==> src/rtl/tdm_demux_1bit.sv <==
// ============================================================================
// Module      : tdm_demux_1bit
// Description : Reassembles a 1-bit TDM serial stream into N-bit parallel
//               frames and publishes each completed frame atomically.
//               Optional macro TDM_DEMUX_SYNC_ERR_EN enables the sync_err
//               pulse on resync.
// Revision    : 1.0 - initial release
// ============================================================================
`default_nettype none

module tdm_demux_1bit #(
  parameter int N = 4
) (
  input  logic                 clk,
  input  logic                 reset,
  input  logic                 din,
  input  logic                 din_valid,
  input  logic                 frame_start,
  output logic [N-1:0]         w,
  output logic [$clog2(N)-1:0] slot,
  output logic                 frame_valid,
  output logic                 sync_err
);

  localparam int SW = $clog2(N);
  localparam logic [SW-1:0] c_last_slot = SW'(N - 1);

  typedef enum logic [0:0] {
    S_IDLE = 1'b0,
    S_RUN  = 1'b1
  } state_t;

  state_t        r_state;
  logic [N-1:0]  r_sh;
  logic [N-1:0]  r_w;
  logic [SW-1:0] r_slot;
  logic          r_frame_valid;
`ifdef TDM_DEMUX_SYNC_ERR_EN
  logic          r_sync_err;
`endif

  always_ff @(posedge clk) begin
    if (reset) begin
      r_state       <= S_IDLE;
      r_sh          <= '0;
      r_w           <= '0;
      r_slot        <= '0;
      r_frame_valid <= 1'b0;
`ifdef TDM_DEMUX_SYNC_ERR_EN
      r_sync_err    <= 1'b0;
`endif
    end else begin
      r_frame_valid <= 1'b0;
`ifdef TDM_DEMUX_SYNC_ERR_EN
      r_sync_err    <= 1'b0;
`endif
      if (din_valid) begin
        if (frame_start) begin
          // A start beat always restarts the frame; in RUN it abandons the partial one.
`ifdef TDM_DEMUX_SYNC_ERR_EN
          if (r_state == S_RUN) begin
            r_sync_err <= 1'b1;
          end
`endif
          r_sh[0] <= din;
          r_slot  <= SW'(1);
          r_state <= S_RUN;
        end else if (r_state == S_RUN) begin
          if (r_slot == c_last_slot) begin
            r_w           <= {din, r_sh[N-2:0]};
            r_frame_valid <= 1'b1;
            r_slot        <= '0;
            r_state       <= S_IDLE;
          end else begin
            r_sh[r_slot] <= din;
            r_slot       <= r_slot + SW'(1);
          end
        end
      end
    end
  end

  assign w           = r_w;
  assign slot        = r_slot;
  assign frame_valid = r_frame_valid;
`ifdef TDM_DEMUX_SYNC_ERR_EN
  assign sync_err    = r_sync_err;
`else
  assign sync_err    = 1'b0;
`endif

endmodule

`default_nettype wire
==> config.mk <==
export PLATFORM = sky130hd
export DESIGN_NAME = tdm_demux_1bit
export DESIGN_NICKNAME = d
export VERILOG_FILES = /design/src/rtl/tdm_demux_1bit.sv
export SDC_FILE = /design/constraint.sdc
export NUM_CORES = 1
export LEC_CHECK = 0
export BUFFER_PORTS_ARGS = -buffer_cell sky130_fd_sc_hd__buf_2
export CAP_MARGIN = 10
export CORE_UTILIZATION = 35
export DETAILED_ROUTE_END_ITERATION = 6
export GPL_ROUTABILITY_DRIVEN = 0
export PLACE_DENSITY = 0.66
export SLEW_MARGIN = 30
export SYNTH_ARGS = -nofsm -noshare
export SYNTH_HDL_FRONTEND = slang
export SYNTH_SLANG_ARGS = --single-unit
==> constraint.sdc <==
create_clock -name clk -period 2.2 [get_ports clk]
set_clock_uncertainty 0.15 [all_clocks]
set_input_delay 0.22 -clock clk [delete_from_list [all_inputs] [get_ports clk]]
set_output_delay 0.22 -clock clk [all_outputs]
set_load 0.05 [all_outputs]
---- Yosys cells after proc, flatten, opt, wreduce, memory -nomap -nowiden ----
Cells that the tools add are included.
operators by class
  eq/ne operators ......................... 2
  reductions and logical operators ........ 7
  mux-type cells .......................... 13
  bitwise gates (word level) .............. 4
  shift operators ......................... 0
  order comparisons ....................... 2
  $add $sub $neg .......................... 1
  $mul .................................... 0
  divide/modulo/power cells ............... 0
operators by type and width
  kind                 count
  $mux 1               8
  $reduce_and 4->1     2
  $mux 2               3
  $bwmux 4             1
  $not 1->1            4
  $reduce_or 4->1      1
  $lt 2x3->1 const B   1
  $reduce_and 3->1     1
  $add 2x1->2 const B  1
  $demux 1 s2          1
  $eq 2x2->1 const B   1
  $ge 2x1->1 const B   1
  $ne 2x2->1 const B   1
  $reduce_and 2->1     1
  $reduce_bool 2->1    1
  $logic_and 1x1->1    1
storage, ports and cells
  memories kept ........................... 0
  flip-flop bits (word level) ............. 12
  bits in latches ......................... 0
  memory bits (read-only) ................. 0
  logic and storage cells ................. 35
  memory bits (writable) .................. 0
  input port bits ......................... 5

---- Longest topological paths before layout ----
Gate-level depths: netlist of the first run.
  depth in word-level cells ............... 8
  gate-level depth with buffers ........... 5
  depth with buffers taken out ............ 5

---- Worst setup path after synthesis of the first run ----
No wires, ideal clock.
  kind .................................... register to register
  start point ............................. register r_slot[0], in the netlist slot[0]
  end point ............................... register r_w[0], in the netlist w[0]
  library setup time ...................... 130 ps
  arrival ................................. 1486 ps
  required time ........................... 1920 ps
  setup slack ............................. 434 ps
  stages on the path, launching flop included .. 5
  path through ............................ dfxtp_1 -> ha_1 -> nand4b_1 -> nand3b_1 -> o21ai_0
between the ends
  longest elaborated chain between the ends .. 2
ends and longest elaborated chain
  what                        line  RTL
  start: declaration          36    logic [SW-1:0] r_slot;
  start signal: assignment    76    r_slot <= r_slot + SW'(1);
  $eq 2x2->1                  69    if (r_slot == c_last_slot) begin
  $reduce_and 4->1 (no line)  n/a
  end signal: assignment      70    r_w <= {din, r_sh[N-2:0]};
  end: declaration            35    logic [N-1:0] r_w;
Every way passes these cells.
A chain may end at the register's enable or synchronous reset.

---- Final worst setup path of the first run ----
  start point ............................. register r_slot[0], in the netlist slot[0]
  end point ............................... register r_w[1], in the netlist w[1]
The elaborated chain is that of the path after synthesis.

==> results of run 1 <==
## stage by stage
stage          hold WS (ns)  power, uW  cell area [sq um]  setup slack [ns]  cells
3_5_place_dp          0.329        251                592             0.613     78
4_1_cts              0.0827        388                618             0.594     82
6_report             0.0997        379                618             0.606     82
5_1_grt              0.0976        398                618             0.473     82
2_1_floorplan         0.235        242                534             0.434     55
3_3_place_gp          0.320        250                592             0.681     78
## flip-flops by register name (all words and copies together), names as in the netlist
signal and cells:
w 4, frame_valid 1, slot 2, r_sh 3, r_state 1
## layout make-up
type                            count  area (sq um)  area share, %
Sequential cell                    11           220           35.6
Multi-Input combinational cell     39           290           47.0
Clock buffer                        4          26.3           4.25
Timing Repair Buffer               11          55.1           8.91
Tap cell                           15          18.8           3.04
Inverter                            2          7.51           1.21
## logic make-up after synthesis
family,after synthesis
AND/OR/NAND/NOR,20
flip-flops,11
AO/OA/AOI/OAI,10
buffers and inverters,5
adder cells (fa/ha/maj),5
multiplexers,3
other,1
## layer usage
layer	vias to the layer above	share of wire (%)	GRT usage, %
met4	0	0	7.50
met3	0	3.6	3.26
met2	9	40	16.4
met1	172	56	16.3
met5	-	0	0
li1	211	-	-
## report_power, final
part,switching (uW),internal (uW),leakage [uW],total (uW)
Sequential,5.08,203,0.0000892,208
Clock,62.5,70.1,0.0000150,133
Combinational,24.2,13.9,0.000157,38.1
## path summary, 6_finish.rpt
check | start | to | slack [ns] | depth (start not counted)
hold reg to reg | r_sh[2] | r_sh[2] | 0.33 | 2
setup / recovery | slot[0] | w[1] | 0.61 | 4
hold / removal | reset | slot[1] | 0.1 | 2
setup reg to reg | slot[0] | w[1] | 0.61 | 4
## critical path, cell delays in order (launching register included)
cell,delay [ns]
dfxtp_1,0.44
ha_1,0.28
nand4b_1,0.31
nand3b_1,0.18
o21ai_0,0.11
## cell usage in the layout, fill, tap and decap left out, types with 3 or more instances in the layout
master     n
dfxtp_1   11
buf_2     11
o21ai_0    7
ha_1       5
nand2b_1   4
nand2_1    4
nand3b_1   4
mux2i_1    3
clkbuf_4   3
==> summary.md, run 1 <==
| Metric | Value |
|---|---|
| Final core occ | 45.2% |
| Fillers | 150 |
| IO Pins | 13 |
| Antenna fix cells | 0 |
| Post-Syn Area | 534 sq um |
| Vias/cell | 4.78 |
| Largest family of logic cells by synthesized area | simple AND/OR/NAND/NOR gates |
| VDD IR max | 0.429 mV |
| Post-route DRC | 0 |
| Largest net degree at the start of global routing | 13 |
| YS warnings | 0 |
| Wire per inst | 11.1 microns |
| Vias in the first global route | 325 |
| Die Ht | 41.1 microns |
| Clk slew on worst S/H paths | 0.07 ns |
| Initial antenna violation count | 0 |
| Initial core utilization | 39.1% |
| Total number of vias | 392 |
| Distinct cells, synth | 19 |
| Clock root cell | clkbuf_4 |
| Pre-antenna DRT Iters | 4 |
| Crit path required time | 2.18 ns |
| Arr. time, crit path | 1.57 ns |
| Cell taking the most area after synthesis | dfxtp_1 |
| Core ar. | 1370 sq um |
| Critical path startpoint category | flip-flop |
| Post-Synth Simple-Gate Area | 26.5% |
| Final nets | 78 |
| Syn_area_per_cell | 9.71 sq um |
| Final setup violation count | 0 |
| Clk sinks | 11 |
| Die area | 1690 sq um |
| Slew Viols, Final | 0 |
| Total negative slack | 0 ns |
| Mux contribution to synthesized area | 5.62% |
| Post-synth EDFFs | 0 |
| Power Density | 613 nW/um^2 |
| Unrepaired setup endpoints after global routing | false |
| Drt total wl | 913 microns |
| Post-route antenna net violation count | 0 |
| Minimum clock period after layout | 1.59 ns |
| Synth Area in Compound Gates | 9.84% |
| TritonCTS buffer count | 3 |
| Xor/xnor share of the synthesized area | 0% |
| Post-synthesis register bit count | 11 |
| Worst-path fanout max | 9 |
| Die width | 41.1 microns |
| Port bufs | 11 |
| CP Capture Type | flip-flop |
| Most frequent cells after synthesis | dfxtp_1 (11), o21ai_0 (7), ha_1 (5) |
| Post-CTS Hold Fix Bufs | 0 |
| DP HPWL | 658 microns |
| Seq/Total Area, Yosys | 41.2% |
| Post_cts resized | 0 |
| Clk buf depth | 2 |
| Worst min-delay path category | in2reg |
| Mapped Nets | 65 |
| Status | finished, final reports clean |
| Max Cap Violations | 0 |
| Synth top area share | 41.2% |
| Htree depth | 1 |
| Clock latency on the worst-skew pair | 0.26 ns |
| GRT Total Usage | 12.0% |
| CTS tree | done |
| DR iter-0 viols | 4 |
| Remaining global-route overflow | 0 |
| Hold Fails Final Rpt | 0 |
| Synthesized instance count | 55 |
| P_leak | 0.000261 uW |
| Layout overhead on the synthesized area | 15.7% |
| Post-Synth Adder-Cell Area | 11.7% |
| Site Rows | 13 |
| Most common cell in the synthesized netlist | dfxtp_1 |
| Fraction of registers with async set/reset | 0% |
| First-pass GRT wire length | 1.30 mm |
| Share of layout cells above drive strength 1 | 23.9% |
| Setup CP Type | reg2reg |
| Setup bufs post-CTS | 0 |
| Tcrit/Tclk final | 72.4% |
| Dominant synthesized flop cell | dfxtp_1 |
| Fmax | 628 MHz |
| Largest cells by area after synthesis | dfxtp_1 (41%), ha_1 (12%), o21ai_0 (6.6%) |
No activity file was read; power rests on OpenSTA's default activity.
==> run 2, diff against run 1 <==
Clock period 2.2 ns to 1.6 ns, I/O delays scaled along.
==> run 2 against run 1 <==
Effect of this change: fmax rose by 9.3%; hold slack got worse by 0.085 ns; first-iteration DRC count grew 25%; global-route usage up 2.8 points; sequential cell count is the same; count of clock-buffer cells in the layout unchanged; largest cell class unchanged; highest routed layer is now met4.
==> summary.md, run 2 (synthesis gave the netlist of run 1 again) <==
| Metric | Value |
|---|---|
| Clk slew on worst S/H paths | 0.07 ns (about the same) |
| Tcrit/Tclk final | 91.1% (+19 points) |
| Wire per inst | 11.3 microns (+1.9%) |
| VDD IR max | 0.439 mV (+2.2%) |
| Drt total wl | 942 microns (+3.2%) |
| Most common cell after layout, fill and taps aside | buf_2 |
| Die area | 1690 sq um (unchanged) |
| Worst min-delay path category | in2reg |
| Fmax | 686 MHz (+9.3%) |
| Post-route DRC | 0 (unchanged) |
| Largest net degree at the start of global routing | 13 (unchanged) |
| Most frequent cells in the layout | buf_2 (11), dfxtp_1 (9), o21ai_0 (7) |
| Slew Viols, Final | 0 (unchanged) |
| Initial antenna violation count | 0 (unchanged) |
| Clock root cell | clkbuf_4 |
| Minimum clock period after layout | 1.46 ns (-0.136 ns) |
| Setup bufs post-CTS | 0 (unchanged) |
| R2r setup slk | 0.14 ns (-0.46 ns) |
| Register-to-Register Path Depth | 5 (+1) |
| CP Capture Type | flip-flop |
| Largest register FFs | 4 (unchanged) |
| Max Cap Violations | 0 (unchanged) |
| Fillers | 143 (-4.7%) |
| Reg-to-Reg End | r_sh[0] |
| Status | finished, final reports clean |
| Vias in the first global route | 331 (+1.8%) |
| Core ar. | 1370 sq um (unchanged) |
| Total negative slack | 0 ns (unchanged) |
| Vias/cell | 4.87 (+1.8%) |
| Post-CTS Hold Fix Bufs | 0 (unchanged) |
| CTS tree | done |
| Critical path startpoint category | flip-flop |
| Site Rows | 13 (unchanged) |
| Total number of vias | 404 (+3.1%) |
| Unrepaired setup endpoints after global routing | false |
| Clk sinks | 11 (unchanged) |
| Post_cts resized | 0 (unchanged) |
| Remaining global-route overflow | 0 (unchanged) |
| Arr. time, crit path | 1.52 ns (-0.05 ns) |
| Final core occ | 46.0% (+0.73 points) |
| First-pass GRT wire length | 1.46 mm (+13%) |
| Htree depth | 1 (unchanged) |
| TritonCTS buffer count | 3 (unchanged) |
| Die Ht | 41.1 microns (unchanged) |
| Hold Path Sink | frame_valid |
| Power Density | 841 nW/um^2 (+37%) |
| DP HPWL | 692 microns (+5.2%) |
| Final setup violation count | 0 (unchanged) |
| Final nets | 79 (+1.3%) |
| Initial core utilization | 39.1% (unchanged) |
| Share of layout cells above drive strength 1 | 27.9% (+4.1 points) |
| Clock latency on the worst-skew pair | 0.27 ns (about the same) |
| Antenna fix cells | 0 (unchanged) |
| R2r startpoint | slot[0] |
| Die width | 41.1 microns (unchanged) |
| Layout overhead on the synthesized area | 17.6% |
| Hold path start | reset |
| GRT Total Usage | 14.8% (+2.8 points) |
| DR iter-0 viols | 5 (+1) |
| P_leak | 0.000266 uW (+1.9%) |
| IO Pins | 13 (unchanged) |
| Hold Path Stages | 2 (unchanged) |
| Pre-antenna DRT Iters | 4 (unchanged) |
| Worst-path fanout max | 7 (-2) |
| Crit path required time | 1.66 ns (-0.52 ns) |
| Hold Fails Final Rpt | 0 (unchanged) |
| Clk buf depth | 2 (unchanged) |
| Port bufs | 11 (unchanged) |
| Setup CP Type | reg2reg |
| Post-route antenna net violation count | 0 (unchanged) |
run 2: layout make-up:
cell class	count	area (sq um)	area share [%]
Inverter	2	7.51	1.20
Multi-Input combinational cell	39	290	46.2
Sequential cell	11	223	35.5
Tap cell	15	18.8	2.99
Timing Repair Buffer	12	62.6	9.96
Clock buffer	4	26.3	4.18
run 2: report_power, final:
part / total [uW] / switching, uW / internal, uW
Combinational: 52.3 / 33.2 / 19.1
Sequential: 287 / 7.22 / 280
Clock: 189 / 92.5 / 96.6
run 2: worst max-delay path, cell delays in order (launching register included):
cell	delay, ns
dfxtp_2	0.39
inv_1	0.08
ha_1	0.19
and3b_1	0.15
o21ai_0	0.24
mux2i_1	0.21
run 2: layer usage:
layer  track usage [%]  up-vias  part of all wire (%)
met4              10.0        0                   2.2
met2              19.1        8                    44
met3              9.78        5                   4.6
li1                  -      215                     -
met5                 0        -                     0
met1              17.2      176                    49
run 2: worst max-delay path by stage:
stage                       start  slack (ns)      end
final                     slot[0]        0.14  r_sh[0]
after global routing      slot[0]        0.04  r_sh[0]
after CTS                 slot[0]        0.06     w[1]
after detailed placement  slot[0]        0.05     w[1]
after global placement    slot[0]        0.17     w[2]
after floorplan           slot[0]        0.06  r_sh[0]
run 2: metrics by stage:
| stage | setup WS, ns | instance area [sq um] | total power [uW] | std cells | hold slack, ns |
|---|---|---|---|---|---|
| floorplan | 0.0618 | 537 | 333 | 55 | 0.175 |
| global placement | 0.169 | 594 | 345 | 78 | 0.296 |
| detailed placement | 0.0507 | 594 | 346 | 78 | 0.301 |
| CTS | 0.0582 | 621 | 537 | 82 | 0.0162 |
| global route | 0.0388 | 628 | 555 | 83 | 0.0184 |
| finish | 0.142 | 628 | 528 | 83 | 0.0150 |
==> run 3, diff against run 2 <==
==> constraint.sdc (replaced) <==
create_clock -name clk -period 1.6 [get_ports clk]
set_clock_uncertainty 0.15 [all_clocks]
set_input_delay 0.4 -clock clk [delete_from_list [all_inputs] [get_ports clk]]
set_output_delay 0.4 -clock clk [all_outputs]
set_load 0.05 [all_outputs]
==> run 3 against run 2 <==
Effect of this change: hold slack better by 0.25 ns; via count shrank 0.99%; sequential power is essentially flat; utilization stayed put; cell count stayed put; largest power group unchanged; critical endpoint is now slot[0]; clock power is essentially flat; routed wire length shrank 6.5%; total power down 0.68%.
==> summary.md, run 3 (synthesis gave the netlist of run 1 again) <==
| Metric | Value |
|---|---|
| Post-route antenna net violation count | 0 (unchanged) |
| Die width | 41.1 microns (unchanged) |
| Crit path required time | 1.05 ns (-0.61 ns) |
| Clk slew on worst S/H paths | 0.07 ns (about the same) |
| Max Cap Violations | 0 (unchanged) |
| Multi-input combinational cell area | 290 sq um (unchanged) |
| Site Rows | 13 (unchanged) |
| Final nets | 79 (unchanged) |
| DR iter-0 viols | 8 (+3) |
| Post-CTS Hold Fix Bufs | 0 (unchanged) |
| Drt total wl | 881 microns (-6.5%) |
| Clock root cell | clkbuf_4 |
| Antenna fix cells | 0 (unchanged) |
| Die Ht | 41.1 microns (unchanged) |
| Vias/cell | 4.82 (-0.99%) |
| Finished Layout Cells | 83 (unchanged) |
| Critical path startpoint category | flip-flop |
| Final core occ | 46.0% (unchanged) |
| Power Density | 836 nW/um^2 (-0.68%) |
| Unrepaired setup endpoints after global routing | false |
| Die area | 1690 sq um (unchanged) |
| Pre-antenna DRT Iters | 4 (unchanged) |
| Worst min-delay path category | in2reg |
| Fillers | 133 (-7.0%) |
| Total negative slack | 0 ns (unchanged) |
| Clock latency on the worst-skew pair | 0.26 ns (about the same) |
| Share of layout cells above drive strength 1 | 27.9% (unchanged) |
| Reg area | 223 sq um (unchanged) |
| Placed cells | 78 (unchanged) |
| Clk sinks | 11 (unchanged) |
| Initial core utilization | 39.1% (unchanged) |
| Final setup violation count | 0 (unchanged) |
| Most frequent cells in the layout | buf_2 (11), dfxtp_1 (9), o21ai_0 (7) |
| GRT Total Usage | 12.8% (-2.0 points) |
| Port bufs | 11 (unchanged) |
| Worst-path fanout max | 7 (unchanged) |
| Vias in the first global route | 323 (-2.4%) |
| Layout overhead on the synthesized area | 17.6% (unchanged) |
| Critical path, cell by cell | buf_2 |
| Slew Viols, Final | 0 (unchanged) |
| Fmax | 676 MHz (-1.5%) |
| First-pass GRT wire length | 1.35 mm (-7.5%) |
| Total number of vias | 400 (-0.99%) |
| DP HPWL | 638 microns (-7.8%) |
| Clk buf depth | 2 (unchanged) |
| Htree depth | 1 (unchanged) |
| Post-route setup slack | 0.120 ns (-0.0225 ns) |
| Wire per inst | 10.6 microns (-6.5%) |
| Setup CP Type | reg2out |
| Arr. time, crit path | 0.93 ns (-0.59 ns) |
| Largest register FFs | 4 (unchanged) |
| CTS tree | done |
| Hold_ws | 0.262 ns (+0.247 ns) |
| Largest net degree at the start of global routing | 13 (unchanged) |
| Minimum clock period after layout | 1.48 ns (+0.0225 ns) |
| IO Pins | 13 (unchanged) |
| Remaining global-route overflow | 0 (unchanged) |
| Post-place setup slack | 0.0713 ns (+0.0206 ns) |
| CP top delay family | flip-flops |
| Tcrit/Tclk final | 92.5% (+1.4 points) |
| CP Capture Type | output pin |
| Worst path bufs/invs | 1 (unchanged) |
| Slowest cell on crit path | dfxtp_2 |
| VDD IR max | 0.501 mV (+14%) |
| Status | finished, final reports clean |
| Critical path's largest stage delay | 0.39 ns (about the same) |
| P_leak | 0.000266 uW (unchanged) |
| Initial antenna violation count | 0 (unchanged) |
| Core ar. | 1370 sq um (unchanged) |
| Most common cell after layout, fill and taps aside | buf_2 |
| Hold Fails Final Rpt | 0 (unchanged) |
| Post-route DRC | 0 (unchanged) |
| TritonCTS buffer count | 3 (unchanged) |
[run 3: final timing paths]
| kind | start | end | slack (ns) | cells past startpoint |
|---|---|---|---|---|
| worst max register to register | slot[0] | r_sh[0] | 0.16 | 5 |
| worst max-delay path | slot[0] | slot[0] | 0.12 | 1 |
| worst min-delay path | reset | slot[1] | 0.26 | 2 |
| worst min register to register | r_sh[1] | r_sh[1] | 0.33 | 2 |
[run 3: final cells by class]
cell class	instances	area share, %
multi-input combinational	39	46.2
sequential	11	35.5
timing repair buffer	12	9.96
clock buffer	4	4.18
tap	15	2.99
inverter	2	1.20
[run 3: timing repair]
action                                  4_1_cts  5_1_grt
gates resized for setup                       0        0
endpoints found under the hold margin         0        0
setup buffers                                 0        1
endpoints found under the setup margin        0        4
[run 3: per-layer routing]
metal	track usage, %	routed length (microns)	vias up
li1	-	-	215
met2	16.4	384	11
met1	17.6	429	174
met5	0	0	-
met4	2.50	0	0
met3	8.15	67	0
[run 3: stage by stage]
step	area (sq um)	total power, uW
after floorplan	537	333
after global placement	594	345
after detailed placement	594	345
after CTS	621	532
after global routing	628	549
final	628	525
[run 3: report_power, final]
part	internal (uW)	switching, uW
logic	19.0	33.2
clock network	96.5	89.2
registers	280	7.15
